==> config.mk <==
export PLATFORM = sky130hd
export DESIGN_NAME = seq_muldiv_flat
export DESIGN_NICKNAME = d
export VERILOG_FILES = /design/src/rtl/muldiv_pkg.sv /design/src/rtl/seq_muldiv_if.sv /design/src/rtl/muldiv_step.sv /design/src/rtl/seq_muldiv.sv /design/src/flat_wrapper.sv
export SDC_FILE = /design/constraint.sdc
export NUM_CORES = 1
export LEC_CHECK = 0
export ABC_CLOCK_PERIOD_IN_PS = 6900
export CORE_MARGIN = 2
export CORE_UTILIZATION = 45
export DETAILED_ROUTE_END_ITERATION = 12
export SLEW_MARGIN = 20
export SYNTH_ARGS = -nofsm -noshare
export SYNTH_HDL_FRONTEND = slang
export SYNTH_SLANG_ARGS = --single-unit
==> constraint.sdc <==
create_clock -name clk -period 6.9 [get_ports clk]
set_clock_uncertainty 0.1 [all_clocks]
set_input_delay 0.69 -clock clk [delete_from_list [all_inputs] [get_ports clk]]
set_output_delay 0.69 -clock clk [all_outputs]
set_load 0.01 [all_outputs]
==> src/rtl/muldiv_pkg.sv <==
// Shared definitions for the sequential multiply/divide unit.
//  - md_op_e     : operation encodings carried on the op port
//  - md_state_e  : FSM states (IDLE, RUN, DONE)
//  - md_is_signed / md_is_mul : decode helpers for the op field
package muldiv_pkg;

    typedef enum logic [1:0] {
        MD_MULT  = 2'b00,
        MD_MULTU = 2'b01,
        MD_DIV   = 2'b10,
        MD_DIVU  = 2'b11
    } md_op_e;

    typedef enum logic [1:0] {
        ST_IDLE = 2'b00,
        ST_RUN  = 2'b01,
        ST_DONE = 2'b10
    } md_state_e;

    // Even encodings (MULT, DIV) are the signed variants.
    function automatic logic md_is_signed(input logic [1:0] op);
        return ~op[0];
    endfunction

    // Upper bit clear selects multiply.
    function automatic logic md_is_mul(input logic [1:0] op);
        return ~op[1];
    endfunction

endpackage

==> src/rtl/seq_muldiv_if.sv <==
// Request/result bundle between the integer pipeline and seq_muldiv.
//  master (pipeline): drives op1, op2, op, go; sees hi, lo, hold, busy
//  slave  (unit)    : the reverse
interface seq_muldiv_if #(
    parameter int WIDTH = 32
);
    logic [WIDTH-1:0] op1;
    logic [WIDTH-1:0] op2;
    logic [1:0]       op;
    logic             go;
    logic [WIDTH-1:0] hi;
    logic [WIDTH-1:0] lo;
    logic             hold;
    logic             busy;

    modport master (output op1, op2, op, go, input hi, lo, hold, busy);
    modport slave  (input op1, op2, op, go, output hi, lo, hold, busy);
endinterface

==> src/rtl/muldiv_step.sv <==
// One radix-2^BITS iteration of the multiply/divide datapath (combinational).
//  mul_mode : 1 = shift-add multiply step, 0 = restoring divide step
//  acc_in   : multiply: 2W-bit partial product; divide: {rem, quo}
//  mcand    : multiplicand already shifted to the current bit position
//  mbits    : next BITS multiplier bits (LSB first)
//  divisor  : divisor magnitude
//  acc_out  : accumulator after BITS stages
module muldiv_step #(
    parameter int WIDTH = 32,
    parameter int BITS  = 1
) (
    input  logic                 mul_mode,
    input  logic [2*WIDTH-1:0]   acc_in,
    input  logic [2*WIDTH-1:0]   mcand,
    input  logic [BITS-1:0]      mbits,
    input  logic [WIDTH-1:0]     divisor,
    output logic [2*WIDTH-1:0]   acc_out
);

    logic [2*WIDTH-1:0] mul_acc;
    logic [2*WIDTH-1:0] div_acc;
    logic [WIDTH:0]     trial;

    always_comb begin
        mul_acc = acc_in;
        div_acc = acc_in;
        trial   = '0;
        for (int i = 0; i < BITS; i++) begin
            if (mbits[i]) begin
                mul_acc = mul_acc + (mcand << i);
            end
            // Trial subtract on the remainder with the next dividend bit
            // shifted in; W+1 bits so the borrow shows up in the MSB.
            trial = div_acc[2*WIDTH-1:WIDTH-1] - {1'b0, divisor};
            if (trial[WIDTH]) begin
                div_acc = {div_acc[2*WIDTH-2:0], 1'b0};
            end else begin
                div_acc = {trial[WIDTH-1:0], div_acc[WIDTH-2:0], 1'b1};
            end
        end
        acc_out = mul_mode ? mul_acc : div_acc;
    end

endmodule

==> src/rtl/seq_muldiv.sv <==
// Iterative signed/unsigned multiply and divide unit producing HI/LO.
//  clk, rst : clock, synchronous active-high reset
//  bus      : seq_muldiv_if slave (op1, op2, op, go in; hi, lo, hold, busy out)
// Operands are reduced to magnitudes at start; the sign fixup is applied
// when the result is written into hi/lo on entry to DONE.
module seq_muldiv
    import muldiv_pkg::*;
#(
    parameter int WIDTH          = 32,
    parameter int BITS_PER_CYCLE = 1,
    parameter int EARLY_OUT      = 1
) (
    input  logic         clk,
    input  logic         rst,
    seq_muldiv_if.slave  bus
);

    localparam int STEPS = WIDTH / BITS_PER_CYCLE;
    localparam int CW    = $clog2(STEPS + 1);

    md_state_e            state_reg, state_next;
    logic                 mul_reg, qsign_reg, rsign_reg, divzero_reg, busy_reg;
    logic [2*WIDTH-1:0]   acc_reg, mcand_reg;
    logic [WIDTH-1:0]     mplier_reg, hi_reg, lo_reg;
    logic [CW-1:0]        count_reg;

    logic                 op_mul, op_signed, neg1, neg2, start_zero, run_last;
    logic [WIDTH-1:0]     mag1, mag2, mplier_shift, quo_fix, rem_fix, res_hi, res_lo;
    logic [2*WIDTH-1:0]   step_acc, prod_fix;

    muldiv_step #(.WIDTH(WIDTH), .BITS(BITS_PER_CYCLE)) u_step (
        .mul_mode (mul_reg),
        .acc_in   (acc_reg),
        .mcand    (mcand_reg),
        .mbits    (mplier_reg[BITS_PER_CYCLE-1:0]),
        .divisor  (mcand_reg[WIDTH-1:0]),
        .acc_out  (step_acc)
    );

    always_comb begin
        op_mul       = md_is_mul(bus.op);
        op_signed    = md_is_signed(bus.op);
        neg1         = op_signed & bus.op1[WIDTH-1];
        neg2         = op_signed & bus.op2[WIDTH-1];
        // -2^(W-1) negates to itself, which is its correct unsigned magnitude.
        mag1         = neg1 ? -bus.op1 : bus.op1;
        mag2         = neg2 ? -bus.op2 : bus.op2;
        start_zero   = op_mul && (EARLY_OUT != 0) && (mag1 == '0);
        mplier_shift = mplier_reg >> BITS_PER_CYCLE;
        run_last     = (count_reg == CW'(STEPS - 1)) ||
                       (mul_reg && (EARLY_OUT != 0) && (mplier_shift == '0));
        prod_fix     = qsign_reg ? -step_acc : step_acc;
        quo_fix      = divzero_reg ? '1 :
                       (qsign_reg ? -step_acc[WIDTH-1:0] : step_acc[WIDTH-1:0]);
        // With a zero divisor the remainder ends up as |op1|, so this
        // restores the raw dividend.
        rem_fix      = rsign_reg ? -step_acc[2*WIDTH-1:WIDTH] : step_acc[2*WIDTH-1:WIDTH];
        res_hi       = mul_reg ? prod_fix[2*WIDTH-1:WIDTH] : rem_fix;
        res_lo       = mul_reg ? prod_fix[WIDTH-1:0]       : quo_fix;
    end

    always_comb begin
        state_next = state_reg;
        bus.hold   = bus.go & (state_reg != ST_DONE);
        case (state_reg)
            ST_IDLE: if (bus.go) state_next = start_zero ? ST_DONE : ST_RUN;
            ST_RUN:  if (run_last) state_next = ST_DONE;
            ST_DONE: state_next = ST_IDLE;
            default: state_next = ST_IDLE;
        endcase
    end

    always_ff @(posedge clk) begin
        if (rst) begin
            state_reg   <= ST_IDLE;
            busy_reg    <= 1'b0;
            hi_reg      <= '0;
            lo_reg      <= '0;
            mul_reg     <= 1'b0;
            qsign_reg   <= 1'b0;
            rsign_reg   <= 1'b0;
            divzero_reg <= 1'b0;
            acc_reg     <= '0;
            mcand_reg   <= '0;
            mplier_reg  <= '0;
            count_reg   <= '0;
        end else begin
            state_reg <= state_next;
            busy_reg  <= (state_next != ST_IDLE);
            case (state_reg)
                ST_IDLE: if (bus.go) begin
                    mul_reg     <= op_mul;
                    qsign_reg   <= neg1 ^ neg2;
                    rsign_reg   <= neg1;
                    divzero_reg <= ~op_mul & (bus.op2 == '0);
                    // Divide keeps {rem, quo} in the accumulator, dividend in quo.
                    acc_reg     <= op_mul ? '0 : {{WIDTH{1'b0}}, mag1};
                    mcand_reg   <= {{WIDTH{1'b0}}, mag2};
                    mplier_reg  <= mag1;
                    count_reg   <= '0;
                    if (start_zero) begin
                        hi_reg <= '0;
                        lo_reg <= '0;
                    end
                end
                ST_RUN: begin
                    acc_reg    <= step_acc;
                    mplier_reg <= mplier_shift;
                    count_reg  <= count_reg + 1'b1;
                    if (mul_reg) mcand_reg <= mcand_reg << BITS_PER_CYCLE;
                    if (run_last) begin
                        hi_reg <= res_hi;
                        lo_reg <= res_lo;
                    end
                end
                default: ;
            endcase
        end
    end

    assign bus.hi   = hi_reg;
    assign bus.lo   = lo_reg;
    assign bus.busy = busy_reg;

endmodule

==> src/flat_wrapper.sv <==
// flat-port wrapper written by rule: the top's interface ports become plain ports
module seq_muldiv_flat import muldiv_pkg::*;
#(
    parameter int WIDTH          = 32,
    parameter int BITS_PER_CYCLE = 1,
    parameter int EARLY_OUT      = 1
)
  (clk, rst, bus_op1, bus_op2, bus_op, bus_go, bus_hi, bus_lo, bus_hold, bus_busy);
  seq_muldiv_if #(.WIDTH(WIDTH)) bus_i ();
  input  logic clk;
  input  logic rst;
  input wire logic [$bits(bus_i.op1)-1:0] bus_op1;
  input wire logic [$bits(bus_i.op2)-1:0] bus_op2;
  input wire logic [$bits(bus_i.op)-1:0] bus_op;
  input wire logic [$bits(bus_i.go)-1:0] bus_go;
  output wire logic [$bits(bus_i.hi)-1:0] bus_hi;
  output wire logic [$bits(bus_i.lo)-1:0] bus_lo;
  output wire logic [$bits(bus_i.hold)-1:0] bus_hold;
  output wire logic [$bits(bus_i.busy)-1:0] bus_busy;
  assign bus_i.op1 = bus_op1;
  assign bus_i.op2 = bus_op2;
  assign bus_i.op = bus_op;
  assign bus_i.go = bus_go;
  assign bus_hi = bus_i.hi;
  assign bus_lo = bus_i.lo;
  assign bus_hold = bus_i.hold;
  assign bus_busy = bus_i.busy;
  seq_muldiv #(.WIDTH(WIDTH), .BITS_PER_CYCLE(BITS_PER_CYCLE), .EARLY_OUT(EARLY_OUT)) u_core (.clk(clk), .rst(rst), .bus(bus_i));
endmodule
==> results.py <==
metrics = {
    "status": {
        "outcome": "finished clean",
    },
    "route": {
        "detail_route.vias_per_cell": 6.570,
        "highest_layer": "met4",
        "wire_per_inst_um": 25.95,
        "drtIter0Drc": 2457,
        "drt_pass1_iterations": 8,
        "wl_met3_mm": 5.498,
        "vias": 22792,
        "route.met2.wl_mm": 41.35,
        "drt-total-wl_mm": 90.02,
        "ant_nets": 0,
        "wirelength_met1_mm": 35.04,
        "drc": 0,
    },
    "yosys": {
        "postSynthCellCount": 2841,
        "yosys.area_share.simple": 0.2398,
        "ys.warnings.count": 0,
        "synth_nets": 3012,
        "async_flop_share": 0,
        "synth_top_family_by_area": "compound AO/OA/AOI/OAI gates",
        "synth_edf_count": 0,
        "ys_types": 110,
        "synth_xor_area_frac": 0.07161,
        "synth_area_um2": 20300,
        "synth_adder_area_share": 0.06360,
        "ys_ff_latch": 237,
        "synthFlopType": "dfxtp_1",
        "syn_avg_cell_area_um2": 7.146,
        "muxShareOfSynthArea": 0.008566,
        "synth_compound_area_frac": 0.3308,
        "seq_area_frac_synth": 0.2337,
    },
    "placement": {
        "place_ws_ns": 1.043,
        "dp.cells": 3412,
        "hpwl_mm": 69.45,
        "placed_area_um2": 21950,
        "port-buffer-count": 134,
        "place.gp.congestion": 1.018,
    },
    "sta": {
        "setup_viol": 0,
        "tightest_slew_ns": 1.171,
        "rsz0062_at_grt": "no",
        "final.period_utilization": 0.8778,
        "setup_ws_ns": 0.8435,
        "hold_viol_final": 0,
        "period_needed_ns": 6.056,
        "fin_tns_setup_ns": 0,
        "fin_hold_ws_ns": 0.3056,
        "max_freq_mhz": 165.1,
        "maxSlewHeadroom": 0.2149,
        "drv_slew": 0,
    },
    "grt": {
        "grt_pass1_wl_mm": 133.6,
        "grt-ovfl-total": 0,
        "grt_max_degree": 96,
        "grt_antenna_before_repair": 0,
        "grt_pass1_vias": 21625,
        "grt_use_total": 0.3728,
    },
    "setup_path": {
        "end_kind": "flip-flop",
        "reg2reg_from": "u_core.mcand_reg[23]",
        "crit_chain": "inv_1, ha_1, a21oi_1, o21a_1, o22ai_1, or4b_1, a41oi_2, buf_4, nor2_2, o21ai_0, ha_1, nand4_1, nor4_1, buf_4, nand2_1, o21ai_1, buf_4, o21ai_1, or4_1, nand3_1",
        "slowest_stage": "o21ai_0",
        "required_ns": 7.34,
        "r2r_end": "u_core.bus.hi[30]",
        "path_max_fanout": 23,
        "worstSetupEndpoint": "u_core.bus.hi[30]",
        "arrival_ns": 6.50,
        "start_kind": "flip-flop",
        "crit_start": "u_core.mcand_reg[23]",
        "ff2ff_setup_slack_ns": 0.84,
        "path_class": "reg -> reg",
        "cp_common_cell": "buf_4",
        "cp_num_cells": 20,
        "slowest_delay_ns": 0.72,
        "r2r_cells": 20,
        "critical-path-top-delay-family": "simple AND/OR/NAND/NOR gates",
        "critPathBufInv": 4,
    },
    "floorplanning": {
        "die_w_um": 216.4,
        "pin_count": 135,
        "start_util": 0.4571,
        "die_h_um": 216.4,
        "rows": 77,
        "die_area_um2": 46830,
        "core_um2": 44410,
    },
    "clock_network": {
        "hold_buffers": 0,
        "cts-root-buf": "clkbuf_16",
        "cts_tree": "built",
        "h-tree-depth": 1,
        "cts_buffers": 30,
        "cts_sinks": 237,
        "path_clk_slew_ns": 0.06,
        "cts_resized": 0,
        "post_cts_buffers": 0,
        "clk_path_buf_depth": 3,
        "clock_latency_ns": 0.62,
    },
    "job": {
        "drv_cap": 0,
    },
    "power": {
        "power.leakage_uw": 0.008357,
        "p_per_area_nw_per_um2": 269.1,
        "ir_drop_v": 0.0002212,
    },
    "finish": {
        "final_area_um2": 23010,
        "drive_gt1_frac": 0.05563,
        "fin_cells": 3469,
        "synthToLayoutAreaGrowth_pct": 13.32,
        "nets": 3023,
    },
    "worst_hold_path": {
        "hold_path.class": "in -> reg",
        "hold_start": "rst",
    },
}
==> through the flow <==
stage	power (uW)	utilization
6_report	6190	0.5180
5_1_grt	6420	0.5180
4_1_cts	6121	0.5180
3_5_place_dp	4410	0.4942
3_3_place_gp	4401	0.4940
2_1_floorplan	3423	-
==> cell type report <==
| class | instances | area [um2] |
|---|---|---|
| inverter | 77 | 289.0 |
| clock inverter | 20 | 250.2 |
| antenna | 1 | 2.502 |
| clock buffer | 36 | 803.3 |
| fill | 4503 | 21410 |
| sequential | 237 | 4746 |
| timing repair buffer | 172 | 1628 |
| tap | 592 | 740.7 |
| multi-input combinational | 2334 | 14550 |
==> metal layers <==
metal  GRT usage  vias up
li1            -    10552
met1      0.4398    10802
met2      0.6223     1097
met3     0.04407      341
met4      0.2792        0
met5           0        -
==> synth_stat cells, drive strengths merged, types with 25 or more instances <==
| master | n | area [um2] |
|---|---|---|
| a22oi | 90 | 675.7 |
| buf | 35 | 172.7 |
| nor3 | 59 | 305.3 |
| a21oi | 309 | 1558 |
| o21ai | 211 | 1060 |
| o31ai | 30 | 230.2 |
| nor2 | 321 | 1207 |
| a21o | 25 | 187.7 |
| a31oi | 57 | 371.6 |
| and2 | 25 | 158.9 |
| nand3 | 60 | 300.3 |
| clkbuf | 158 | 593.1 |
| nor4 | 30 | 215.2 |
| xor2 | 65 | 569.3 |
| dfxtp | 237 | 4745 |
| ha | 100 | 1251 |
| nand4 | 49 | 312.8 |
| o211ai | 35 | 262.8 |
| inv | 77 | 289.0 |
| o21a | 29 | 217.7 |
| a211oi | 59 | 457.9 |
| xnor2 | 101 | 884.6 |
| nand2 | 339 | 1277 |
==> power breakdown <==
group	switching (uW)	internal, uW
sequential	135	1440
clock	720	992
combinational	1960	945
total	2810	3380
==> worst register-to-register path, cell delays in order (launching register included) <==
cell and delay [ns]:
dfxtp_1 0.41, inv_1 0.15, ha_1 0.39, a21oi_1 0.25
o21a_1 0.19, o22ai_1 0.09, or4b_1 0.57, a41oi_2 0.18
buf_4 0.31, nor2_2 0.25, o21ai_0 0.73, ha_1 0.35
nand4_1 0.19, nor4_1 0.32, buf_4 0.20, nand2_1 0.11
o21ai_1 0.19, buf_4 0.24, o21ai_1 0.16, or4_1 0.51
nand3_1 0.10
==> placed cells by master, fill, tap and decap left out, drive strengths merged, types with 25 or more instances in the layout <==
cell type / instances
buf: 39
o211ai: 35
a211oi: 59
dfxtp: 237
a21o: 25
clkbuf: 36
clkdlybuf4s50: 133
and2: 25
o21ai: 211
xnor2: 101
o31ai: 30
nor4: 30
nand3: 60
nand2: 339
a31oi: 57
a22oi: 90
inv: 83
xor2: 65
nor2: 321
a21oi: 309
nor3: 59
nand4: 49
ha: 100
o21a: 29
==> cells by family (layout without fill, tap and decap cells) <==
logic type / count (synthesis) / count (layout)
AND/OR/NAND/NOR: 1030 / 1030
AO/OA/AOI/OAI: 1019 / 1019
buffers and inverters: 270 / 305
flip-flops: 237 / 237
XOR/XNOR: 166 / 166
adder cells (fa/ha/maj): 102 / 102
multiplexers: 17 / 17
other: 0 / 1
==> how the worst min path moves through the flow <==
stage,depth (start not counted),endpoint
2_1_floorplan,2,u_core.divzero_reg
3_3_place_gp,2,u_core.bus.hi[21]
3_5_place_dp,2,u_core.bus.lo[20]
4_1_cts,2,u_core.bus.hi[0]
5_1_grt,2,u_core.bus.hi[0]
6_report,2,u_core.bus.hi[0]
Power figures use the tool's default switching activity.
